[config.mk]
export PLATFORM = sky130hd
export DESIGN_NAME = dram_sbox_lookup_sched
export DESIGN_NICKNAME = d
export VERILOG_FILES = /design/src/rtl/dram_sbox_lookup_sched.sv
export SDC_FILE = /design/constraint.sdc
export NUM_CORES = 1
export LEC_CHECK = 0
export BUFFER_PORTS_ARGS = -buffer_cell sky130_fd_sc_hd__buf_2
export CORE_MARGIN = 2
export CORE_UTILIZATION = 50
export DETAILED_ROUTE_END_ITERATION = 7
export PLACE_DENSITY = 0.85
export SLEW_MARGIN = 20
export SYNTH_ARGS = -nofsm -noshare
export SYNTH_HDL_FRONTEND = slang
export SYNTH_SLANG_ARGS = --single-unit
[constraint.sdc]
create_clock -name CLK -period 4.9 [get_ports CLK]
set_clock_uncertainty 0.15 [all_clocks]
set_input_delay 0.735 -clock CLK [delete_from_list [all_inputs] [get_ports CLK]]
set_output_delay 0.735 -clock CLK [all_outputs]
set_load 0.005 [all_outputs]
[src/rtl/dram_sbox_lookup_sched.sv]
// S-box lookup scheduler: arbitrates round-datapath and key-expansion lookups onto
// the shared 16-core DRAM read port, launches one parallel read and gathers the bytes.
module dram_sbox_lookup_sched #(
  parameter int unsigned TIMEOUT = 64,
  parameter logic        A_BANK  = 1'b0,
  parameter logic        K_BANK  = 1'b0
) (
  input  logic         CLK,
  input  logic         RST,
  input  logic         A_REQ,
  input  logic [127:0] A_DIN,
  output logic         A_ACK,
  output logic [127:0] A_DOUT,
  input  logic         K_REQ,
  input  logic [31:0]  K_DIN,
  output logic         K_ACK,
  output logic [31:0]  K_DOUT,
  output logic [95:0]  RWL_ADD,
  output logic [47:0]  DEMUX_ADD,
  output logic         RD_START,
  input  logic [7:0]   RD_DATA,
  input  logic         RD_VLD,
  input  logic         RD_DONE,
  output logic         BUSY,
  output logic         ERR,
  output logic         GNT_K
);

  typedef enum logic [1:0] {IDLE, ISSUE, COLLECT, RESP} state_t;

  localparam logic [9:0] TMO_LAST = 10'(TIMEOUT - 1);

  state_t       state;
  logic         last_k;
  logic [4:0]   cnt;
  logic [9:0]   tmo;
  logic [127:0] data;

  logic         grant;
  logic         grant_k;
  logic [95:0]  rwl_next;
  logic [47:0]  demux_next;
  logic [4:0]   cnt_next;
  logic [127:0] data_next;

  // Addresses are formed straight from DIN so they can be registered at the grant edge.
  always_comb begin
    grant      = A_REQ | K_REQ;
    grant_k    = K_REQ & (~A_REQ | ~last_k);
    rwl_next   = '0;
    demux_next = '0;
    if (grant_k) begin
      for (int unsigned j = 0; j < 4; j++) begin
        rwl_next[6*(12+j) +: 6]   = K_DIN[8*j+2 +: 6];
        demux_next[3*(12+j) +: 3] = {K_BANK, K_DIN[8*j +: 2]};
      end
    end else begin
      for (int unsigned i = 0; i < 16; i++) begin
        rwl_next[6*i +: 6]   = A_DIN[8*i+2 +: 6];
        demux_next[3*i +: 3] = {A_BANK, A_DIN[8*i +: 2]};
      end
    end
  end

  // Byte capture precedes the RD_DONE/timeout decision made from these values.
  always_comb begin
    cnt_next  = cnt;
    data_next = data;
    if (RD_VLD && !cnt[4]) begin
      data_next[{cnt[3:0], 3'b000} +: 8] = RD_DATA;
      cnt_next = cnt + 5'd1;
    end
  end

  assign BUSY = (state != IDLE);

  always_ff @(posedge CLK) begin
    if (RST) begin
      state     <= IDLE;
      last_k    <= 1'b1;
      cnt       <= '0;
      tmo       <= '0;
      data      <= '0;
      A_ACK     <= 1'b0;
      K_ACK     <= 1'b0;
      A_DOUT    <= '0;
      K_DOUT    <= '0;
      RWL_ADD   <= '0;
      DEMUX_ADD <= '0;
      RD_START  <= 1'b0;
      ERR       <= 1'b0;
      GNT_K     <= 1'b0;
    end else begin
      A_ACK    <= 1'b0;
      K_ACK    <= 1'b0;
      RD_START <= 1'b0;
      ERR      <= 1'b0;
      case (state)
        IDLE: begin
          if (grant) begin
            GNT_K     <= grant_k;
            last_k    <= grant_k;
            RWL_ADD   <= rwl_next;
            DEMUX_ADD <= demux_next;
            RD_START  <= 1'b1;
            state     <= ISSUE;
          end
        end
        ISSUE: begin
          data  <= '0;
          cnt   <= '0;
          tmo   <= '0;
          state <= COLLECT;
        end
        COLLECT: begin
          data <= data_next;
          cnt  <= cnt_next;
          tmo  <= tmo + 10'd1;
          if (RD_DONE || tmo == TMO_LAST) begin
            state <= RESP;
            ERR   <= RD_DONE ? ~cnt_next[4] : 1'b1;
            if (GNT_K) begin
              K_ACK  <= 1'b1;
              K_DOUT <= data_next[127:96];
            end else begin
              A_ACK  <= 1'b1;
              A_DOUT <= data_next;
            end
          end
        end
        RESP: begin
          state <= IDLE;
        end
        default: state <= IDLE;
      endcase
    end
  end

endmodule

==> results.md <==
- Predominant post-synthesis flop cell: dfxtp_1
- Hpwl dp: around 39000 µm
- Area leader, netlist: dfxtp_1
- Hold WC Path Type: in -> reg
- Number of I/O pins: between 400 and 500
- Vias in the first global route: 15000
- Die area: ~0.036 mm²
- Syn. warnings: 0
- Seq/Total Area, Yosys: 0.509
- Number of synthesized flops with an enable pin: 0
- Clk pwr share: 0.351
- RSZ-0062 raised after global routing: no
- Kind of critical path: reg -> reg
- Most frequent cell after synthesis: dfxtp_1
- Final setup vio count: 0
- Synth Cell Area: about 0.017 mm²
- Setup Fix Bufs, Post-CTS: 0
- FF+latch count, synth: 439
- # fillers: 2776
- Crit. End Element: flip-flop
- Fraction of registers with async set/reset: 0
- Least-Margin Pin Slew: ~1.1 ns
- Vias: between 15000 and 20000
- Status: finished clean
- Area occupied by multi-input gates: around 0.0076 mm²
- Post-route ant nets: 0
- Post-Syn Instances: between 1500 and 2000
- Initial Util: 0.504
- Max_slew headroom: 0.266
- Reg power frac: 0.404
- Design Area, Final: roughly 0.021 mm²
- CTS tree: built
- Largest net degree at the start of global routing: roughly 160
- Crit-path cells: inv_1 -> ha_1 -> and4bb_2 -> a21oi_1 -> nor2_1 -> a221oi_1 -> nor2_1
- Fin nets: about 2400
- Placed Area: roughly 0.02 mm²
- Yosys top cell area share: 0.509
- Core area: approximately 0.034 mm²
- Initial DRC Count: around 1300
- Slew Limit Fails: 0
- VDD IR-drop max: around 370 µV
- Crit path required time: between 5 and 6 ns
- Worst-path clk slew: approximately 0.06 ns
- CP arrival: 3.80 ns
- Total gr overflow: 0
- Clock latency at the later pin of the worst-skew pair: 0.57 ns
- Die height: 190 µm
- TNS Setup: 0 ns
- Max clock buf depth: 3
- R2r setup slk: around 1.4 ns
- Max Freq: ~280 MHz
- GP Congestion: around 0.92
- Distinct cells, synth: 66
- Internal Power: between 7 and 8 mW
- Hold_buf cts: 0
- Reg area: 0.00879 mm²
- Pwr dens: approximately 500 mW/mm²
- Drt wl/cell: ~21 µm
- Maximum fanout along the worst path: 16
- CTS root buf: clkbuf_16
- Hold slack: roughly 0.23 ns
- Rows: 68
- Port-buffer cells: between 400 and 500
- First-pass GRT wire length: between 80000 and 90000 µm
- Layout area overhead: 22.9%
- Period utilization: 0.721
- WL final: 56100 µm
- CP most frequent cell: nor2_1
- Top post-synthesis cells by count: dfxtp_1 (439), nor2_1 (262), o21ai_0 (122), mux2i_1 (121), a22oi_1 (108)
- Min Tclk post-route: ~3.5 ns
- Static leakage: 9.10 nW
- Layout cell share with drive strength beyond 1: 0.280
- CTS buffer count: 45
- Max cap viols: 0
- CP max stage cell: a21oi_1
- Share of total power in combinational logic: 0.245
- Sw Share: 0.320
- Clock Sinks: between 400 and 500
- Global-route usage over all layers: 0.298
- Synth Area per Inst: just under 10 µm²
- CTS resizes: 0
- Drt pass-1 iters: 6
- Overall power: approximately 11 mW
- Die width: 190 µm
- Vias/cell: 5.90
- Crit-path max cell delay: 0.69 ns
- Startpoint types: flip-flop
- Critical path buffer and inverter count: 1
- P_sw: roughly 3.4 mW
- Remaining DRCs: 0
- Antenna violations before repair: 8
- Final Hold Fails: 0
- Family with the most delay on the worst path: compound AO/OA/AOI/OAI gates
- Htree depth: 2
- Dominant cells by area after synthesis: dfxtp_1 (51%), mux2i_1 (7.0%), nor2_1 (5.7%)
cells by family (layout without fill, tap and decap cells):
family / Yosys count / after routing / synth area share
xor+xnor: 10 / 10 / 0.00507
buf+inv: 204 / 597 / 0.0558
compound gates: 583 / 583 / 0.244
mux: 121 / 121 / 0.0701
other cells: 1 / 17 / 0.000217
simple gates: 432 / 432 / 0.111
fa+ha+maj: 8 / 8 / 0.00579
flops: 439 / 439 / 0.509
layout make-up:
type                            instances  area share
Sequential cell                       439       0.414
Clock buffer                           66      0.0653
Inverter                               27     0.00477
Tap cell                              455      0.0268
Timing Repair Buffer                  487       0.118
Antenna cell                            1    0.000118
Clock inverter                         17      0.0120
Multi-Input combinational cell       1170       0.359
metrics by stage:
stage,cells,setup slack (ns),util
CTS,2661,1.48,0.619
finish,2662,1.37,0.619
detailed placement,2578,1.49,0.571
global placement,2578,1.59,0.571
floorplan,1813,2.13,-
global route,2662,1.12,0.619
state kept, by name, summed over array words and instances (netlist names), 2 cells and up:
register,cells
data,128
tmo,10
A_DOUT,128
RWL_ADD,96
DEMUX_ADD,32
K_DOUT,32
cnt,5
state,2
final timing paths:
kind | end | cells after the start | start
hold reg to reg | data[46] | 1 | data[46]
setup reg to reg | A_DOUT[56] | 7 | cnt[0]
setup / recovery | A_DOUT[56] | 7 | cnt[0]
hold / removal | ERR | 2 | RD_DONE
power by group through the flow:
stage | sequential, mW | combinational (mW) | clock [mW]
2_1_floorplan | 4.36 | 1.56 | 0
6_report | 4.29 | 2.60 | 3.73
3_3_place_gp | 4.33 | 2.49 | 0
5_1_grt | 4.33 | 2.84 | 3.92
4_1_cts | 4.28 | 2.59 | 3.76
3_5_place_dp | 4.35 | 2.57 | 0
per-layer routing:
| layer | wire length (µm) | global-route usage | share of wire | vias up |
|---|---|---|---|---|
| met3 | 4780 | 0.0695 | 0.085 | 182 |
| met5 | 43 | 0 | 0.00077 | - |
| met4 | 3310 | 0.171 | 0.059 | 8 |
| li1 | - | - | - | 7268 |
| met2 | 26800 | 0.488 | 0.48 | 810 |
| met1 | 21200 | 0.360 | 0.38 | 7447 |
placed cells by master, fill, tap and decap left out, types with 7 or more instances in the layout:
cell / n
o2bb2ai_1: 30
mux2i_1: 121
a21oi_1: 69
a311oi_1: 11
nor2_1: 260
o32ai_1: 16
a31oi_1: 19
nand3_1: 21
nor3_1: 12
a211oi_2: 28
ha_1: 8
buf_4: 19
a221oi_1: 14
dfxtp_1: 439
and3_1: 14
a211oi_1: 69
o21ai_1: 7
nor2b_1: 12
clkbuf_16: 47
o21ai_0: 121
inv_1: 25
a32oi_1: 9
and2_1: 10
buf_2: 466
a22o_1: 54
conb_1: 16
nand2_1: 63
a22oi_1: 108
clkbuf_8: 15
No activity file was read; power rests on OpenSTA's default activity.
